File: src/rtl/wb_stream_bridge.sv
// wb_stream_bridge: Wishbone register slave feeding a TX FIFO to AXI-Stream and draining an RX FIFO from AXI-Stream.
// Define WB_STREAM_IRQ_EN to drive irq from a registered copy of DONE; otherwise irq is tied low.
module wb_stream_bridge #(
    parameter int DEPTH = 8,
    parameter int DW    = 32
) (
    input  logic          wb_clk_i,
    input  logic          wb_rst_i,
    input  logic          wb_valid,
    input  logic          wbs_we_i,
    input  logic [3:0]    wbs_sel_i,
    input  logic [DW-1:0] wbs_dat_i,
    input  logic [31:0]   wbs_adr_i,
    output logic          wbs_ack_o,
    output logic [DW-1:0] wbs_dat_o,
    output logic          m_axis_tvalid,
    input  logic          m_axis_tready,
    output logic [DW-1:0] m_axis_tdata,
    output logic          m_axis_tlast,
    input  logic          s_axis_tvalid,
    output logic          s_axis_tready,
    input  logic [DW-1:0] s_axis_tdata,
    input  logic          s_axis_tlast,
    output logic          irq
);
    localparam int AW = $clog2(DEPTH);
    localparam logic [AW:0] PTR_ONE = 1;

    logic [DW-1:0] tx_mem_q [DEPTH];
    logic [DW-1:0] rx_mem_q [DEPTH];
    logic [AW:0]   tx_wr_q, tx_wr_d, tx_rd_q, tx_rd_d;
    logic [AW:0]   rx_wr_q, rx_wr_d, rx_rd_q, rx_rd_d;
    logic          start_q, start_d, done_q, done_d, under_q, under_d, ack_q, ack_d;
    logic [15:0]   len_q, len_d, cnt_q, cnt_d, len_eff;
    logic          tx_full, tx_empty, rx_full, rx_empty;
    logic          sel_ctrl, sel_len, sel_tx, sel_rx;
    logic          wr_cyc, rd_cyc, ctrl_wr, clr;
    logic          tx_push, tx_pop, rx_push, rx_pop, last_beat;
    logic [DW-1:0] rdata;
    logic          unused_bits;

    assign unused_bits = ^{wbs_adr_i[31:8], wbs_sel_i[3:2]};

    assign tx_full  = (tx_wr_q[AW-1:0] == tx_rd_q[AW-1:0]) && (tx_wr_q[AW] != tx_rd_q[AW]);
    assign tx_empty = tx_wr_q == tx_rd_q;
    assign rx_full  = (rx_wr_q[AW-1:0] == rx_rd_q[AW-1:0]) && (rx_wr_q[AW] != rx_rd_q[AW]);
    assign rx_empty = rx_wr_q == rx_rd_q;

    assign sel_ctrl = wbs_adr_i[7:0] == 8'h00;
    assign sel_len  = wbs_adr_i[7:0] == 8'h04;
    assign sel_tx   = wbs_adr_i[7:0] == 8'h10;
    assign sel_rx   = wbs_adr_i[7:0] == 8'h14;

    // Register side effects all happen in the ack cycle, while the master still holds the request.
    assign wr_cyc  = ack_q & wbs_we_i;
    assign rd_cyc  = ack_q & ~wbs_we_i;
    assign ctrl_wr = wr_cyc & sel_ctrl;
    assign clr     = ctrl_wr & wbs_dat_i[1];

    assign m_axis_tvalid = start_q & ~tx_empty;
    assign m_axis_tdata  = tx_mem_q[tx_rd_q[AW-1:0]];
    assign len_eff       = (len_q == 16'd0) ? 16'd1 : len_q;
    assign last_beat     = cnt_q == len_eff - 16'd1;
    assign m_axis_tlast  = m_axis_tvalid & last_beat;
    assign s_axis_tready = wb_rst_i & ~rx_full;

    assign tx_pop  = m_axis_tvalid & m_axis_tready;
    assign tx_push = wr_cyc & sel_tx & (~tx_full | tx_pop);
    assign rx_push = s_axis_tvalid & s_axis_tready;
    assign rx_pop  = rd_cyc & sel_rx & ~rx_empty;

    assign wbs_ack_o = ack_q;
    assign wbs_dat_o = rd_cyc ? rdata : '0;

    always_comb begin
        rdata = '0;
        if (sel_ctrl)
            rdata[6:0] = {under_q, done_q, rx_empty, rx_full, tx_empty, tx_full, start_q};
        else if (sel_len)
            rdata[15:0] = len_q;
        else if (sel_rx && !rx_empty)
            rdata = rx_mem_q[rx_rd_q[AW-1:0]];
    end

    always_comb begin
        // A TX write into a full FIFO waits for a stream beat that frees a slot.
        ack_d   = wb_valid & ~ack_q & ~(wbs_we_i & sel_tx & tx_full & ~tx_pop);
        start_d = ctrl_wr ? wbs_dat_i[0] : start_q;
        len_d   = len_q;
        if (wr_cyc && sel_len) begin
            if (wbs_sel_i[0]) len_d[7:0] = wbs_dat_i[7:0];
            if (wbs_sel_i[1]) len_d[15:8] = wbs_dat_i[15:8];
        end
        tx_wr_d = tx_push ? tx_wr_q + PTR_ONE : tx_wr_q;
        tx_rd_d = tx_pop ? tx_rd_q + PTR_ONE : tx_rd_q;
        rx_wr_d = rx_push ? rx_wr_q + PTR_ONE : rx_wr_q;
        rx_rd_d = rx_pop ? rx_rd_q + PTR_ONE : rx_rd_q;
        cnt_d   = tx_pop ? (last_beat ? 16'd0 : cnt_q + 16'd1) : cnt_q;
        done_d  = (rx_push & s_axis_tlast) | (done_q & ~(ctrl_wr & wbs_dat_i[5]));
        under_d = (rd_cyc & sel_rx & rx_empty) | (under_q & ~(ctrl_wr & wbs_dat_i[6]));
        if (clr) begin
            tx_wr_d = '0;
            tx_rd_d = '0;
            rx_wr_d = '0;
            rx_rd_d = '0;
            cnt_d   = '0;
            done_d  = 1'b0;
            under_d = 1'b0;
        end
    end

    always_ff @(posedge wb_clk_i or negedge wb_rst_i) begin
        if (!wb_rst_i) begin
            ack_q   <= 1'b0;
            start_q <= 1'b0;
            len_q   <= 16'd1;
            cnt_q   <= '0;
            done_q  <= 1'b0;
            under_q <= 1'b0;
            tx_wr_q <= '0;
            tx_rd_q <= '0;
            rx_wr_q <= '0;
            rx_rd_q <= '0;
        end else begin
            ack_q   <= ack_d;
            start_q <= start_d;
            len_q   <= len_d;
            cnt_q   <= cnt_d;
            done_q  <= done_d;
            under_q <= under_d;
            tx_wr_q <= tx_wr_d;
            tx_rd_q <= tx_rd_d;
            rx_wr_q <= rx_wr_d;
            rx_rd_q <= rx_rd_d;
        end
    end

    always_ff @(posedge wb_clk_i or negedge wb_rst_i) begin
        if (!wb_rst_i) begin
            for (int i = 0; i < DEPTH; i++) begin
                tx_mem_q[i] <= '0;
                rx_mem_q[i] <= '0;
            end
        end else begin
            if (tx_push) tx_mem_q[tx_wr_q[AW-1:0]] <= wbs_dat_i;
            if (rx_push) rx_mem_q[rx_wr_q[AW-1:0]] <= s_axis_tdata;
        end
    end

`ifdef WB_STREAM_IRQ_EN
    logic irq_q;

    always_ff @(posedge wb_clk_i or negedge wb_rst_i) begin
        if (!wb_rst_i) irq_q <= 1'b0;
        else irq_q <= done_q;
    end

    assign irq = irq_q;
`else
    assign irq = 1'b0;
`endif
endmodule
File: config.mk
export PLATFORM = sky130hd
export DESIGN_NAME = wb_stream_bridge
export DESIGN_NICKNAME = d
export VERILOG_FILES = /design/src/rtl/wb_stream_bridge.sv
export SDC_FILE = /design/constraint.sdc
export NUM_CORES = 1
export LEC_CHECK = 0
export CAP_MARGIN = 5
export CORE_MARGIN = 2
export CORE_UTILIZATION = 60
export CTS_CLUSTER_DIAMETER = 150
export DETAILED_ROUTE_END_ITERATION = 12
export GPL_ROUTABILITY_DRIVEN = 0
export HOLD_SLACK_MARGIN = 0.03
export PLACE_DENSITY = 0.81
export SYNTH_ARGS = -nofsm -noshare
export SYNTH_HDL_FRONTEND = slang
export SYNTH_SLANG_ARGS = --single-unit
export TNS_END_PERCENT = 50
File: constraint.sdc
create_clock -name wb_clk_i -period 8.68 [get_ports wb_clk_i]
set_input_delay 2.604 -clock wb_clk_i [delete_from_list [all_inputs] [get_ports wb_clk_i]]
set_output_delay 2.604 -clock wb_clk_i [all_outputs]
set_load 0.05 [all_outputs]
==> metrics.csv <==
stage;metric;value;unit
floorplan;row count;76;
sta;Final min period;8.09;ns
power_and_ir_drop;NetSw;1.84;mW
sta;RSZ-0062 raised after global routing;false;
place;DP Wirelength;34.6;mm
cts;Sink Count;564;
synth;Yosys Warn Count;0;
outcome;outcome;finished clean;
floorplan;Die Width;214;um
cts;Root Driver;clkbuf_16;
worst_setup_path;Setup CP Type;input port to output port;
worst_setup_path;cell mode on critical path;clkdlybuf4s50_1;
power_and_ir_drop;peak supply drop;233;uV
synth;Syn Nets;1852;
synth;largest area contributor in the netlist;dfrtp_1;
layout;non-filler cells, final;2492;
worst_setup_path;WP buf/inv;2;
synth;top post-synthesis cells by area;dfrtp_1 (53%), mux2_2 (24%), mux4_2 (11%), mux2i_1 (1.6%), nor2_1 (1.1%);
routing;via count;15400;
place;placed cells;2382;
power_and_ir_drop;P_int;5.54;mW
layout;commonest non-fill, non-tap cells in the layout;dfrtp_1 (557), mux2_2 (556), clkdlybuf4s50_1 (130);
cts;CTS Hold Bufs;0;
global_route;vias in the first global route;16400;
sta;Final Hold Viols;0;
power_and_ir_drop;Leak;13.5;nW
power_and_ir_drop;Gate power share;17.2;%
global_route;first-pass GRT wire length;92.1;mm
layout;fin nets;1969;
global_route;number of antenna violations at the first check in global routing;8;
worst_setup_path;crit-path max FO;18;
routing;Total Wirelength;58.3;mm
cts;htree depth;2;
cts;Post-CTS Resized;0;
sta;Slew Limit Fails;0;
layout;commonest non-fill, non-tap cell in the layout;dfrtp_1;
sta;Slew headroom;29.4;%
global_route;pin count of the biggest net entering global routing;180;
worst_setup_path;Arrival @ worst endpoint;5.49;ns
power_and_ir_drop;sw frac;24.9;%
global_route;overall global routing resource usage;26.5;%
floorplan;Initial Utilization;61.0;%
sta;final setup violation count;0;
run;MaxCap Viol Count;0;
sta;Setup Total Neg Slack;0;ns
worst_setup_path;WP data required;6.08;ns
synth;post-synthesis sequential area ratio;53.6;%
power_and_ir_drop;PD cells;244;nW/um^2
global_route;grt total ovfl;0;
place;PortBufs;148;
cts;CTS Buf Count;57;
worst_setup_path;slowest cell delay on critical path;0.82;ns
power_and_ir_drop;Clock power frac;34.5;%
floorplan;core area;43200;sq um
worst_setup_path;r2r setup slk;4.66;ns
worst_setup_path;CP Launch Type;input port;
synth;ys async rst share;100;%
floorplan;die height;214;um
sta;Worst Max-Slew Pin Slew;1.06;ns
layout;Layout Area Growth over Synthesis;14.9;%
cts;Post-CTS Setup Bufs;0;
layout;share of layout cells above drive strength 1;45.4;%
synth;Synth top area share;53.5;%
cts;CTS tree;built;
worst_setup_path;Crit. End Element;output port;
floorplan;die area;45600;sq um
synth;ys flop type;dfrtp_1;
synth;Mapped Cells;1739;
sta;clock skew;0.0275;ns
power_and_ir_drop;Overall Power;7.37;mW
floorplan;# IOs;176;
routing;Iter 0 DRT Violations;1002;
routing;DRC;0;
synth;Synth Area per Inst;15.1;sq um
sta;Max Freq;0.124;GHz
synth;EDFF count, synth;0;
synth;FF+latch count, synth;564;
synth;Distinct cells, synth;66;
worst_setup_path;Cell Chain, Critical Path;clkdlybuf4s50_1 -> nor4_1 -> nand4_1 -> nand2b_1 -> o22a_1 -> nor2_1 -> clkdlybuf4s50_1;
synth;Post-Syn Area;26300;sq um
layout;Fillers;2940;
cts;maximum clock path buffer count;3;
worst_setup_path;Top delay family on crit path;simple AND/OR/NAND/NOR gates;
power_and_ir_drop;Reg power frac;48.2;%
min_path;HP Class;register to register;
routing;DR pass1 iterations;5;
cts;worst-skew pair later-pin latency;0.62;ns
routing;Via density;6.19;
cts;clk slew on worst S/H paths;0.06;ns
routing;wire per inst;23.4;um
sta;Final Cycle Share;93.2;%
routing;antenna-violating nets left;0;
worst_setup_path;slowest stage cell, crit path;clkdlybuf4s50_1;
-- layout make-up --
| class | count | area (sq um) | share of cell area, % |
|---|---|---|---|
| multi-input combinational | 1052 | 11700 | 38.8 |
| clock buffer | 73 | 1570 | 5.18 |
| tap | 585 | 732 | 2.42 |
| inverter | 3 | 11.3 | 0.0372 |
| antenna | 6 | 15.0 | 0.0496 |
| sequential | 564 | 14100 | 46.7 |
| clock inverter | 31 | 397 | 1.31 |
| timing repair buffer | 178 | 1680 | 5.56 |
-- kinds of logic after synthesis --
group | Yosys count | share of synthesized area [%]
muxes | 730 | 36.5
DFF | 564 | 53.6
and+or+nand+nor | 211 | 4.44
buffers and inverters | 123 | 2.16
AOI/OAI and AO/OA | 55 | 1.42
xor gates and xnor gates | 49 | 1.63
adders and majority gates | 6 | 0.285
other | 1 | 0.0142
-- power groups by stage --
stage                     logic [mW]  registers [mW]  clock network, mW
after floorplan                 1.00            3.45                  0
after global placement          1.23            3.53                  0
after detailed placement        1.28            3.59                  0
after CTS                       1.29            3.55               2.60
after global routing            1.38            3.62               2.71
final                           1.27            3.56               2.55
-- synth_stat cells, drive strengths merged, types with 3 or more instances --
library cell    n
a21oi          17
a31oi           4
and2            5
and3            6
and4            4
buf            82
clkbuf         38
dfrtp         563
ha              6
inv             3
mux2          561
mux2i          41
mux4          128
nand2          28
nand2b          6
nand3          10
nand3b          3
nand4          14
nor2           77
nor2b           5
nor3           25
nor3b           7
nor4            6
o21ai          12
o22a            4
or3             3
xnor2          24
xor2           25
-- final timing paths --
check,cells after the start,startpoint,to
worst min register to register,1,rx_mem_q[232],rx_mem_q[232]
worst min-delay path,1,rx_mem_q[232],rx_mem_q[232]
min in group asynchronous,1,wb_rst_i,cnt_q[8]
worst max register to register,7,tx_rd_q[1],tx_mem_q[182]
max in group asynchronous,3,wb_rst_i,rx_rd_q[0]
worst max-delay path,7,wbs_adr_i[7],wbs_dat_o[1]
-- state kept, by name, indices dropped and copies added, names as in the netlist, 4 cells and up --
signal    flops
rx_rd_q       4
tx_mem_q    256
rx_mem_q    256
tx_wr_q       4
tx_rd_q       4
cnt_q        16
rx_wr_q       4
len_q        16
-- routing by layer --
| metal | global-route usage, % | vias up | wire (um) |
|---|---|---|---|
| met5 | 0 | - | 38 |
| met2 | 44.5 | 351 | 29400 |
| met4 | 8.60 | 6 | 1490 |
| met1 | 35.3 | 8244 | 24300 |
| met3 | 4.77 | 99 | 3050 |
| li1 | - | 6726 | - |
-- through the flow --
stage | worst slack (ns) | hold WS (ns) | utilization (%) | instance area (sq um)
global placement | 0.662 | 0.463 | 65.5 | 28300
CTS | 0.588 | 0.493 | 70.1 | 30200
floorplan | 1.46 | 0.453 | - | 26300
detailed placement | 0.612 | 0.479 | 65.5 | 28300
finish | 0.590 | 0.493 | 70.1 | 30300
global route | 0.425 | 0.506 | 70.1 | 30200
(Power assumes the default switching activity.)
